`src/rtl/yukiyuna_pkg.sv`:
```
// Shared constants and types for the yukiyuna counter block and its scan reader.
package yukiyuna_pkg;

  localparam int NUM_POS        = 8;
  localparam int SEL_W          = 3;
  localparam int CNT_W          = 16;
  localparam int DWELL_DEFAULT  = 500;
  localparam int SETTLE_DEFAULT = 2;

  typedef enum logic {
    ST_IDLE = 1'b0,
    ST_SCAN = 1'b1
  } scan_state_e;

endpackage

```
`src/rtl/yuna_dwell_timer.sv`:
```
// Dwell counter for one select position: d runs 0..DWELL_CYCLES-1 while run is high.
module yuna_dwell_timer
  import yukiyuna_pkg::*;
#(
  parameter int DWELL_CYCLES  = DWELL_DEFAULT,
  parameter int SETTLE_CYCLES = SETTLE_DEFAULT
) (
  input  logic clk,
  input  logic rst,
  input  logic run,
  output logic sample_tick,
  output logic adv_tick
);

  localparam logic [CNT_W-1:0] SETTLE_D = CNT_W'(SETTLE_CYCLES);
  localparam logic [CNT_W-1:0] LAST_D   = CNT_W'(DWELL_CYCLES - 1);

  logic [CNT_W-1:0] d_q, d_d;

  // Dropping run parks the counter at 0 so a restart begins a fresh dwell.
  always_comb begin
    d_d = '0;
    if (run && (d_q != LAST_D)) d_d = d_q + 1'b1;
  end

  always_ff @(posedge clk) begin
    if (!rst) d_q <= '0;
    else      d_q <= d_d;
  end

  assign sample_tick = run && (d_q == SETTLE_D);
  assign adv_tick    = run && (d_q == LAST_D);

endmodule

```
`src/rtl/yuna_scan_reader.sv`:
```
// Round-robin reader of the multiplexed counter outputs; publishes 8-entry frames.
// Optional YUNA_SCAN_CONFIRM_EN: publish only when two consecutive scans agree.
//
// state   | meaning
// ST_IDLE | sel parked at 0, no sampling
// ST_SCAN | stepping sel, sampling each position after the settle window
module yuna_scan_reader
  import yukiyuna_pkg::*;
#(
  parameter int DWELL_CYCLES  = DWELL_DEFAULT,
  parameter int SETTLE_CYCLES = SETTLE_DEFAULT,
  parameter int DATA_W        = 8
) (
  input  logic              clk,
  input  logic              rst,
  input  logic              en,
  output logic [SEL_W-1:0]  sel,
  input  logic [DATA_W-1:0] data_in,
  output logic              frame_valid,
  output logic              frame_changed,
  output logic [7:0]        frame_cnt,
  input  logic [SEL_W-1:0]  rd_addr,
  output logic [DATA_W-1:0] rd_data
);

  typedef logic [NUM_POS-1:0][DATA_W-1:0] frame_t;

  scan_state_e       state_q, state_d;
  logic              scan_run, sample_tick, adv_tick, scan_done, publish;
  logic [SEL_W-1:0]  sel_q, sel_d;
  frame_t            shadow_q, shadow_d, frame_q;
  logic              valid_q, changed_q;
  logic [7:0]        cnt_q;
  logic [DATA_W-1:0] rd_q;

  always_ff @(posedge clk) begin
    if (!rst) state_q <= ST_IDLE;
    else      state_q <= state_d;
  end

  always_comb begin
    state_d = state_q;
    unique case (state_q)
      ST_IDLE: if (en)  state_d = ST_SCAN;
      ST_SCAN: if (!en) state_d = ST_IDLE;
      default:          state_d = ST_IDLE;
    endcase
  end

  always_comb begin
    scan_run = (state_q == ST_SCAN) && en;
  end

  yuna_dwell_timer #(
    .DWELL_CYCLES (DWELL_CYCLES),
    .SETTLE_CYCLES(SETTLE_CYCLES)
  ) u_dwell (
    .clk        (clk),
    .rst        (rst),
    .run        (scan_run),
    .sample_tick(sample_tick),
    .adv_tick   (adv_tick)
  );

  // shadow_d already holds a position-7 sample taken on the same edge as the
  // publish, which matters when SETTLE_CYCLES == DWELL_CYCLES-1.
  always_comb begin
    shadow_d = shadow_q;
    if (sample_tick) shadow_d[sel_q] = data_in;
    scan_done = adv_tick && (sel_q == SEL_W'(NUM_POS - 1));
    sel_d = sel_q;
    if (!scan_run)     sel_d = '0;
    else if (adv_tick) sel_d = sel_q + 1'b1;
  end

`ifdef YUNA_SCAN_CONFIRM_EN
  frame_t confirm_q;
  logic   confirm_vld_q;

  assign publish = scan_done && confirm_vld_q && (shadow_d == confirm_q);

  always_ff @(posedge clk) begin
    if (!rst || !en) begin
      confirm_q     <= '0;
      confirm_vld_q <= 1'b0;
    end else if (scan_done) begin
      confirm_q     <= shadow_d;
      confirm_vld_q <= 1'b1;
    end
  end
`else
  assign publish = scan_done;
`endif

  always_ff @(posedge clk) begin
    if (!rst) begin
      sel_q     <= '0;
      shadow_q  <= '0;
      frame_q   <= '0;
      valid_q   <= 1'b0;
      changed_q <= 1'b0;
      cnt_q     <= '0;
      rd_q      <= '0;
    end else begin
      sel_q     <= sel_d;
      shadow_q  <= shadow_d;
      valid_q   <= publish;
      changed_q <= publish && (shadow_d != frame_q);
      if (publish) begin
        frame_q <= shadow_d;
        cnt_q   <= cnt_q + 8'd1;
      end
      rd_q <= frame_q[rd_addr];
    end
  end

  assign sel           = sel_q;
  assign frame_valid   = valid_q;
  assign frame_changed = changed_q;
  assign frame_cnt     = cnt_q;
  assign rd_data       = rd_q;

endmodule
```
`config.mk`:
```
export PLATFORM = sky130hd
export DESIGN_NAME = yuna_scan_reader
export DESIGN_NICKNAME = d
export VERILOG_FILES = /design/src/rtl/yukiyuna_pkg.sv /design/src/rtl/yuna_dwell_timer.sv /design/src/rtl/yuna_scan_reader.sv
export SDC_FILE = /design/constraint.sdc
export NUM_CORES = 1
export LEC_CHECK = 0
export CORE_UTILIZATION = 66
export CTS_CLUSTER_SIZE = 30
export DETAILED_ROUTE_END_ITERATION = 10
export GPL_TIMING_DRIVEN = 0
export PLACE_DENSITY = 0.85
export SETUP_SLACK_MARGIN = 0.4
export SLEW_MARGIN = 20
export SYNTH_ARGS = -nofsm -noshare
export SYNTH_HDL_FRONTEND = slang
export SYNTH_SLANG_ARGS = --single-unit
```
`constraint.sdc`:
```
create_clock -name clk -period 8.2 [get_ports clk]
set_input_delay 1.64 -clock clk [delete_from_list [all_inputs] [get_ports clk]]
set_output_delay 1.64 -clock clk [all_outputs]
set_load 0.05 [all_outputs]
```
==> flow_summary.rst <==
.. list-table::
   :header-rows: 1

   * - Metric
     - Value
   * - Data required time at the worst endpoint
     - 8.49 ns
   * - Layout Area Growth over Synthesis
     - 13.19%
   * - Wire length of the first global-routing pass
     - 43.36 mm
   * - Class of the tightest hold or removal check
     - reg -> reg
   * - Count of unresolved DRC violations after routing
     - 0
   * - Post-Synth Simple-Gate Area
     - 0.2171
   * - Number of primary I/O pins
     - 35
   * - GR Overflow Total
     - 0
   * - Routability congestion estimate from global placement
     - 1.029
   * - Setup fix buffers added after clock tree synthesis
     - 0
   * - Crit Path Category
     - in -> reg
   * - H-tree level count
     - 4
   * - Count of cell instances traversed by the critical path
     - 9
   * - Mean post-synth cell area
     - 9.244 sq um
   * - Number of hold violations in the final report
     - 0
   * - Clock tree buffer depth
     - 2
   * - Clock transition at the registers of the reported paths
     - 0.06 ns
   * - Detailed-placement wirelength estimate
     - 20.12 mm
   * - Largest stage delay, worst path
     - 0.83 ns
   * - Clock root buffer master
     - sky130_fd_sc_hd__clkbuf_16
   * - Synthesized flop and latch total
     - 166
   * - Antenna Violating Nets Remaining
     - 0
   * - Share of post-route cells with drive strength above 1
     - 0.07861
   * - Largest net degree at the start of global routing
     - 17
   * - Power density relative to cell area
     - 179.0 nW/um^2
   * - Outcome
     - completed
   * - Largest fanout of any net on the critical path
     - 9
   * - Area of the core
     - 12770 sq um
   * - Total iterations of the first detailed-routing run
     - 8
   * - Clock tree from TritonCTS
     - built
   * - Input/output buffers
     - 28
   * - Share of flip-flops with an asynchronous set or reset
     - 0
   * - Data arrival time of the critical path
     - 5.06 ns
   * - Antenna violations before repair
     - 1
   * - Number of hold buffers added after cts
     - 0
   * - Maximum vdd drop
     - 0.1543 mV
   * - Final Skew
     - 0.01309 ns
   * - Total negative setup slack
     - 0 ns
   * - Proportion of synthesized chip area in sequential cells
     - 0.3804
   * - PostCTS Resize Cnt
     - 0
   * - Number of distinct library cells after synthesis
     - 63
   * - Count of buffer and inverter cells on the critical path
     - 1
   * - Logic depth of the worst register-to-register path
     - 9
   * - Number of nets in the synthesized netlist
     - 964
   * - Initial standard-cell utilization of the core
     - 0.6839
   * - Die boundary width
     - 117.1 um
   * - CTS sink count
     - 166
   * - Via density
     - 6.768
   * - Vertical die dimension
     - 117.1 um
   * - Max Clk Rate
     - 209.3 MHz
   * - Final #Nets
     - 1011
   * - DRC violation total after the first TritonRoute iteration
     - 1184
   * - Dominant combinational cell family by area after synthesis
     - simple AND/OR/NAND/NOR gates
   * - Gr usage total
     - 0.4398
   * - Area enclosed by the die boundary
     - 13700 sq um
   * - Relative slew margins
     - 0.2792
   * - Dpl cell area
     - 9231 sq um
   * - Fraction of synthesized cell area in xor and xnor cells
     - 0.06517
   * - Count of max-cap constraint violations
     - 0
   * - Synth Flop Type
     - sky130_fd_sc_hd__dfxtp_1
   * - Area of the mapped netlist
     - 8736 sq um
   * - Vias in the first global route
     - 7506
   * - Min cycle time layout
     - 4.778 ns
   * - CP startpoint kind
     - input pin
   * - Yosys synthesis warning count
     - 0
   * - Post-synthesis instance total
     - 945
   * - Portion of netlist area occupied by mux cells
     - 0.1276
   * - Hold path depth
     - 1
   * - Clock network latency to the later pin of the worst-skew pair
     - 0.44 ns
   * - Routed via count
     - 7973
   * - Family of cells with the greatest summed delay on the critical path
     - simple AND/OR/NAND/NOR gates
   * - Capturing element type of the critical path
     - flop
   * - Fraction of the mapped netlist area in compound gates
     - 0.1497
   * - Standard-cell rows
     - 41
   * - Final setup violation count
     - 0
   * - Aggregate routed wire length
     - 28.79 mm
   * - Period utilization
     - 0.5827
   * - TritonCTS Buffers
     - 17
   * - Adder-Cell Fraction of Synth Area
     - 0.007161
   * - Leakage power of the design
     - 4.215 nW
   * - Worst path slowest cell
     - sky130_fd_sc_hd__nor4_2
   * - Routed length per placed instance
     - 24.44 um
   * - Number of flops mapped to enable cells by yosys
     - 0
   * - Max-slew violations
     - 0
   * - Ordered cell list for the critical path
     - clkdlybuf4s50_1 -> and4b_1 -> nand2_2 -> nor4_2 -> o211ai_1 -> a2111oi_0 -> nand4_1 -> nor4_1 -> a31oi_1
   * - Final design area excluding fillers
     - 9888 sq um
   * - Unrepaired setup endpoints after global routing
     - false
   * - Worst Tran Pin Value
     - 1.081 ns
[cells by family (layout without fill, tap and decap cells)]
| kind of cell | Yosys count | after routing |
|---|---|---|
| xor+xnor | 65 | 65 |
| simple gates | 342 | 342 |
| fa+ha+maj | 5 | 5 |
| flops | 166 | 166 |
| other cells | 0 | 1 |
| buf+inv | 111 | 171 |
| mux | 91 | 91 |
| compound gates | 165 | 165 |
[stage by stage]
step | total power, W | util | hold WS [ns] | worst slack [ns] | cells
final | 0.001770 | 0.7741 | 0.4781 | 3.422 | 1178
after detailed placement | 0.0008890 | 0.7227 | 0.4689 | 3.199 | 1145
after CTS | 0.001763 | 0.7739 | 0.4832 | 3.610 | 1177
after global routing | 0.001800 | 0.7739 | 0.5016 | 3.273 | 1177
after global placement | 0.0008892 | 0.7227 | 0.4539 | 3.148 | 1145
after floorplan | 0.0008626 | - | 0.4410 | 4.472 | 945
[cell usage in the layout, fill, tap and decap left out, types with 15 or more instances in the layout]
master | synthesis | layout
sky130_fd_sc_hd__xnor2_1 | 33 | 33
sky130_fd_sc_hd__clkbuf_16 | 0 | 17
sky130_fd_sc_hd__clkdlybuf4s50_1 | 0 | 28
sky130_fd_sc_hd__nand2_1 | 92 | 92
sky130_fd_sc_hd__inv_1 | 46 | 46
sky130_fd_sc_hd__nand4_1 | 15 | 15
sky130_fd_sc_hd__mux2i_1 | 72 | 72
sky130_fd_sc_hd__mux4_2 | 16 | 16
sky130_fd_sc_hd__o211a_1 | 62 | 62
sky130_fd_sc_hd__nand2b_1 | 17 | 17
sky130_fd_sc_hd__clkbuf_1 | 45 | 46
sky130_fd_sc_hd__a21oi_1 | 32 | 32
sky130_fd_sc_hd__nor2_1 | 47 | 47
sky130_fd_sc_hd__nor2b_1 | 75 | 75
sky130_fd_sc_hd__nand3_1 | 18 | 18
sky130_fd_sc_hd__xor2_1 | 32 | 32
sky130_fd_sc_hd__dfxtp_1 | 166 | 166
[power breakdown]
part | switching [W] | leakage (nW) | internal [W]
sequential | 0.000000522 | 1.34 | 0.000807
clock | 0.000337 | 0.317 | 0.000557
combinational | 0.0000476 | 2.56 | 0.0000215
[area by class of cell]
type	count	area, sq um
diodes	1	2.502
inverters	46	172.7
flip-flops and latches	166	3323
clock inverters	12	197.7
plain buffers	65	289.0
repair buffers	28	280.3
fillers	879	2885
clock buffers	20	456.7
multi-input cells	668	4951
well taps	172	215.2
[cells in the mapped netlist (all sizes together), types with 14 or more instances]
master | n | area (sq um)
clkbuf | 45 | 168.9
nor2b | 75 | 469.2
mux2i | 72 | 720.7
xnor2 | 33 | 289.0
a21oi | 32 | 160.2
nor2 | 48 | 187.7
nand2b | 17 | 106.4
o22ai | 14 | 87.58
buf | 20 | 120.1
nand3 | 19 | 107.6
nor3 | 15 | 80.08
and2 | 14 | 87.58
o211a | 62 | 620.6
inv | 46 | 172.7
nand4 | 15 | 93.84
nand2 | 93 | 351.6
xor2 | 32 | 280.3
nor4 | 14 | 168.9
dfxtp | 166 | 3323
mux4 | 16 | 360.4
[worst register-to-register path: stages, from the launching register on]
cell and delay, ns:
sky130_fd_sc_hd__dfxtp_1 0.48, sky130_fd_sc_hd__nor3_1 0.14, sky130_fd_sc_hd__nand3_4 0.21, sky130_fd_sc_hd__clkbuf_1 0.53, sky130_fd_sc_hd__o21ai_0 0.23, sky130_fd_sc_hd__a211oi_1 0.62
sky130_fd_sc_hd__nand4_1 0.29, sky130_fd_sc_hd__or4b_1 0.60, sky130_fd_sc_hd__nor4_1 0.33, sky130_fd_sc_hd__a31oi_1 0.16
[layer usage]
metal / track usage / wire length [um] / up-vias
met2: 0.6442 / 12060 / 618
met1: 0.5540 / 11000 / 3761
met3: 0.1540 / 3769 / 160
met5: 0 / 0 / -
met4: 0.2759 / 1957 / 0
li1: - / - / 3434
[flip-flops by register name (all words and copies together), names as in the netlist]
register	cells
frame_changed	1
rd_data	8
state_q	1
frame_q	64
frame_cnt	8
sel	3
shadow_q	64
u_dwell.d_q	16
frame_valid	1
[worst paths after layout]
check	start	to	slack (ns)
max	en	frame_changed$_SDFF_PN0_	3.42
min	u_dwell.d_q[0]$_SDFF_PN0_	u_dwell.d_q[0]$_SDFF_PN0_	0.48
max reg2reg	u_dwell.d_q[10]$_SDFF_PN0_	frame_changed$_SDFF_PN0_	4.47
min reg2reg	u_dwell.d_q[0]$_SDFF_PN0_	u_dwell.d_q[0]$_SDFF_PN0_	0.48
Power figures use the tool's default switching activity.
